**src/rtl/clock_reset_sequencer.sv**
```systemverilog
// rtl/clock_reset_sequencer.sv - power-up clock manager and core reset sequencer
// Runs on the free-running oscillator clock; lock is the only asynchronous input.
module clock_reset_sequencer #(
  parameter int PLL_RST_CYCLES = 16,
  parameter int LOCK_TIMEOUT   = 4096,
  parameter int STABLE_CYCLES  = 256,
  parameter int SW_RST_CYCLES  = 16,
  parameter int MAX_RETRY      = 3,
  parameter int CNT_W          = 16
) (
  input  logic       clk,
  input  logic       reset,
  input  logic       locked,
  input  logic       sw_rst_req,
  output logic       clk_mgr_rst,
  output logic       sys_rst,
  output logic       ready,
  output logic       lock_fail,
  output logic [3:0] retry_cnt,
  output logic [2:0] state
);

  localparam logic [2:0] S_PLL_RST   = 3'd0;
  localparam logic [2:0] S_WAIT_LOCK = 3'd1;
  localparam logic [2:0] S_STABLE    = 3'd2;
  localparam logic [2:0] S_RUN       = 3'd3;
  localparam logic [2:0] S_SWRST     = 3'd4;
  localparam logic [2:0] S_FAIL      = 3'd5;

  localparam logic [CNT_W-1:0] PLL_LAST    = CNT_W'(PLL_RST_CYCLES - 1);
  localparam logic [CNT_W-1:0] LOCK_LAST   = CNT_W'(LOCK_TIMEOUT - 1);
  localparam logic [CNT_W-1:0] STABLE_LAST = CNT_W'(STABLE_CYCLES - 1);
  localparam logic [CNT_W-1:0] SWRST_LAST  = CNT_W'(SW_RST_CYCLES - 1);
  localparam logic [3:0]       RETRY_LIMIT = 4'(MAX_RETRY);

  logic             locked_m;
  logic             locked_s;
  logic [CNT_W-1:0] cnt;
  logic [CNT_W-1:0] nxt_cnt;
  logic [2:0]       nxt_state;
  logic [3:0]       nxt_retry;

  always_ff @(posedge clk or posedge reset) begin
    if (reset) begin
      locked_m <= 1'b0;
      locked_s <= 1'b0;
    end else begin
      locked_m <= locked;
      locked_s <= locked_m;
    end
  end

  always_comb begin
    nxt_state = state;
    nxt_retry = retry_cnt;
    case (state)
      S_PLL_RST: begin
        if (cnt == PLL_LAST) nxt_state = S_WAIT_LOCK;
      end
      S_WAIT_LOCK: begin
        if (locked_s) begin
          nxt_state = S_STABLE;
        end else if (cnt == LOCK_LAST) begin
          if (retry_cnt == RETRY_LIMIT) begin
            nxt_state = S_FAIL;
          end else begin
            nxt_state = S_PLL_RST;
            nxt_retry = retry_cnt + 4'd1;
          end
        end
      end
      S_STABLE: begin
        if (!locked_s)                nxt_state = S_WAIT_LOCK;
        else if (cnt == STABLE_LAST)  nxt_state = S_RUN;
      end
      S_RUN: begin
        // Lock loss in RUN starts a fresh sequence with a full retry budget.
        if (!locked_s) begin
          nxt_state = S_PLL_RST;
          nxt_retry = 4'd0;
        end else if (sw_rst_req) begin
          nxt_state = S_SWRST;
        end
      end
      S_SWRST: begin
        if (!locked_s)               nxt_state = S_PLL_RST;
        else if (cnt == SWRST_LAST)  nxt_state = S_RUN;
      end
      S_FAIL: begin
        nxt_state = S_FAIL;
      end
      default: begin
        nxt_state = S_PLL_RST;
        nxt_retry = 4'd0;
      end
    endcase
    nxt_cnt = (nxt_state != state) ? '0 : cnt + 1'b1;
  end

  // Outputs decode next-state so they move on the same edge as state.
  always_ff @(posedge clk or posedge reset) begin
    if (reset) begin
      state       <= S_PLL_RST;
      cnt         <= '0;
      retry_cnt   <= 4'd0;
      clk_mgr_rst <= 1'b1;
      sys_rst     <= 1'b1;
      ready       <= 1'b0;
      lock_fail   <= 1'b0;
    end else begin
      state       <= nxt_state;
      cnt         <= nxt_cnt;
      retry_cnt   <= nxt_retry;
      clk_mgr_rst <= (nxt_state == S_PLL_RST) || (nxt_state == S_FAIL);
      sys_rst     <= (nxt_state != S_RUN);
      ready       <= (nxt_state == S_RUN);
      lock_fail   <= (nxt_state == S_FAIL);
    end
  end

endmodule

```
**config.mk**
```make
export PLATFORM = sky130hd
export DESIGN_NAME = clock_reset_sequencer
export DESIGN_NICKNAME = d
export VERILOG_FILES = /design/src/rtl/clock_reset_sequencer.sv
export SDC_FILE = /design/constraint.sdc
export NUM_CORES = 1
export LEC_CHECK = 0
export BUFFER_PORTS_ARGS = -buffer_cell sky130_fd_sc_hd__buf_2
export CORE_AREA = 3 3 88 73
export CTS_BUF_LIST = sky130_fd_sc_hd__clkbuf_8 sky130_fd_sc_hd__clkbuf_16
export DETAILED_ROUTE_END_ITERATION = 8
export DIE_AREA = 0 0 91 76
export HOLD_SLACK_MARGIN = 0.02
export PLACE_DENSITY = 0.43
export SYNTH_ARGS = -nofsm -noshare
export SYNTH_HDL_FRONTEND = slang
export SYNTH_SLANG_ARGS = --single-unit
```
**constraint.sdc**
```tcl
create_clock -name clk -period 6.45 [get_ports clk]
set_input_delay 0.3225 -clock clk [delete_from_list [all_inputs] [get_ports clk]]
set_output_delay 0.3225 -clock clk [all_outputs]
set_load 0.01 [all_outputs]
```
==> flow_summary.toml <==
[floorplanning]
dieWidth_um = 91
chipHeight_um = 76
dieArea_um2 = 6920
rows = 24
core-area_um2 = 5530
io_pins = 15
initial_utilization = 0.303

[yosys]
synth_area_leader_cell = "dfrtp_1"
ys_ff_latch = 29
ys_types = 47
synthMuxAreaShare = 0.00597
synth_commonest_cells = "27 x dfrtp_1, 16 x nand2_1, 11 x a21oi_1, 11 x nor2_1, 10 x inv_1"
synthAdderAreaFrac = 0.0149
synth-xor-area-share = 0.0731
ys_seq_area_frac = 0.434
synth_cells = 173
synthSimpleGateAreaFrac = 0.218
yosysMostFrequentCell = "dfrtp_1"
async_flop_share = 1.00
avgSynthCellArea_um2 = 9.69
synth_fp_nets = 179
synth_compound_area_frac = 0.208
synth_warnings = 0
synth-edff-count = 0
synth.top_cells.by_area = "dfrtp_1 40%, xor2_1 4.7%, nand2_1 3.6%, a21oi_1 3.3%, a211oi_1 3.1%"
syn-cell-area_um2 = 1680
yosys_most_used_dff = "dfrtp_1"
synth_top_family_by_area = "simple AND/OR/NAND/NOR gates"
synth_top_area_frac = 0.403

[sta]
slew_headroom = 0.445
worst_slack_ns = 3.85
period_needed_ns = 2.60
tightest_slew_ns = 0.827
finalHoldViolCount = 0
finalMaxSlewViolations = 0
fmax_mhz = 384
period_share = 0.404
skew_ns = 0.00922
final-setup-viol-count = 0
rsz0062_at_grt = "no"
whs_ns = 0.103
finalSetupTns_ns = 0

[drt]
avgRoutedWirePerCell_um = 14.0
drt-total-wl_um = 3730
drt_iter0_drc = 100
vias = 1365
vias_per_cell = 5.11
firstDrtPassIters = 4
drc = 0
ant_nets = 0

[pwr]
p_sw_uw = 75.5
intPower_uw = 257
pwr-share-clk = 0.422
powerDensity_nw_per_um2 = 176
netSwitchingFraction = 0.227
pwr-share-seq = 0.552
leakage_nw = 0.779
p_comb_frac = 0.026
worst_ir_drop_vdd_mv = 0.0796

[setup_path]
crit_required_ns = 6.57
critPathLaunchType = "flip-flop"
critPathMaxStageDelay_ns = 0.63
end_kind = "flip-flop"
crit_type = "reg -> reg"
worstPathMaxFanout = 16
cp_slowest_cell = "o21ai_2"
cp_cell_sequence = "or4_4 -> nor4_4 -> a21oi_1 -> o21ai_2 -> a21oi_1"
cp.arrival_ns = 2.72
crit_path_frequent_cell = "a21oi_1"

[cts]
clkTransAtPathRegs_ns = 0.06
cts_buffers = 5
htreeDepth = 2
ctsResizeCount = 0
cts-root-buf = "clkbuf_8"
post-cts-setup-buffers = 0
cts_tree = "yes"
postCtsHoldBufs = 0
clkLatencyLatePin_ns = 0.28
clockBufferDepth = 2
cts_sinks = 29

[global_routing]
grt_pass1_wl_um = 6300
grt_pass1_vias = 1246
grt_max_degree = 30
grt_util_all_layers = 0.114
antenna_found_initial = 0
grt_overflow = 0

[finish]
fill_cells = 587
nNetsFinal = 194
layout-drive-gt1-share = 0.196
regArea_um2 = 728
insertedDiodeCount = 0
utilization = 0.343
area_growth_pct = 13.0
multiInputGateArea_um2 = 872

[outcome]
outcome = "finished clean"

[place]
place_ws_ns = 3.83
routabilityCongestion = 0.783
dp_hpwl_um = 2600
port_buffers = 14

[job]
maxCapViolations = 0

[worst_hold_path]
hold_class = "in -> async"
## stage by stage
stage,power (mW),cells,cell area [µm²]
6_report,0.333,267,1890
3_5_place_dp,0.196,259,1810
4_1_cts,0.341,267,1890
5_1_grt,0.348,267,1890
3_3_place_gp,0.196,259,1810
2_1_floorplan,0.192,173,1680
## layout by cell type, fill, tap and decap left out, types with 2 or more instances in the layout
| cell | count |
|---|---|
| o21a_1 | 4 |
| nor3b_1 | 2 |
| inv_1 | 12 |
| nor3_1 | 3 |
| o21ai_0 | 4 |
| a21oi_1 | 11 |
| o31ai_1 | 3 |
| a211oi_2 | 4 |
| clkbuf_8 | 5 |
| a22oi_1 | 2 |
| a21oi_2 | 2 |
| nor4_1 | 3 |
| buf_2 | 14 |
| a31oi_1 | 2 |
| and4_1 | 2 |
| dfrtp_1 | 27 |
| or4_1 | 4 |
| dfstp_2 | 2 |
| ha_1 | 2 |
| nand4_1 | 5 |
| nor2_1 | 11 |
| o41ai_1 | 2 |
| nand2_1 | 16 |
| xor2_1 | 9 |
| nor4_4 | 2 |
| nand3_1 | 5 |
| a211oi_1 | 7 |
| xnor2_1 | 5 |
## sequential cells by signal (all words and copies together), names as in the netlist
name and count:
clk_mgr_rst 1, cnt 16, lock_fail 1, locked_m 1, locked_s 1, ready 1
retry_cnt 4, state 3, sys_rst 1
## path summary, 6_finish.rpt
kind                       slack, ns  cells past startpoint       end      from
max                             3.85                      5   cnt[15]   cnt[13]
min                             0.10                      3  locked_m     reset
max reg2reg                     3.85                      5   cnt[15]   cnt[13]
min reg2reg                     0.36                      0  locked_s  locked_m
max in group asynchronous       6.01                      3   sys_rst     reset
min in group clk                0.15                      1  locked_m    locked
## layer usage
metal  share of wire  global-route usage  routed length (µm)
met3           0.059              0.0444                 219
met1            0.50               0.164                1850
met2            0.44               0.154                1630
met4          0.0081              0.0422                  30
met5               0                   0                   0
## cell type report
type / instances / share of cell area
multi-input combinational: 127 / 0.460
sequential: 29 / 0.384
tap: 78 / 0.0515
timing repair buffer: 15 / 0.0410
clock buffer: 5 / 0.0363
inverter: 10 / 0.0198
clock inverter: 3 / 0.00661
## power groups by stage
stage                     logic (mW)  clock network, mW  registers [mW]
after floorplan              0.00618                  0           0.186
after global placement       0.00897                  0           0.187
after detailed placement     0.00898                  0           0.187
after CTS                    0.00898              0.149           0.184
after global routing          0.0100              0.154           0.184
final                        0.00871              0.140           0.184
## kinds of logic (layout without fill, tap and decap cells)
family | Yosys count | count (layout)
AND/OR/NAND/NOR | 62 | 62
AO/OA/AOI/OAI | 48 | 48
flip-flops | 29 | 29
buffers and inverters | 17 | 33
XOR/XNOR | 14 | 14
adder cells (fa/ha/maj) | 2 | 2
multiplexers | 1 | 1
## critical path: cells and delay by family, from the launching register on
kind | cells | cell delay [ns]
simple gates | 2 | 1.06
compound gates | 3 | 0.96
flops | 1 | 0.42
No activity file was read; power rests on OpenSTA's default activity.
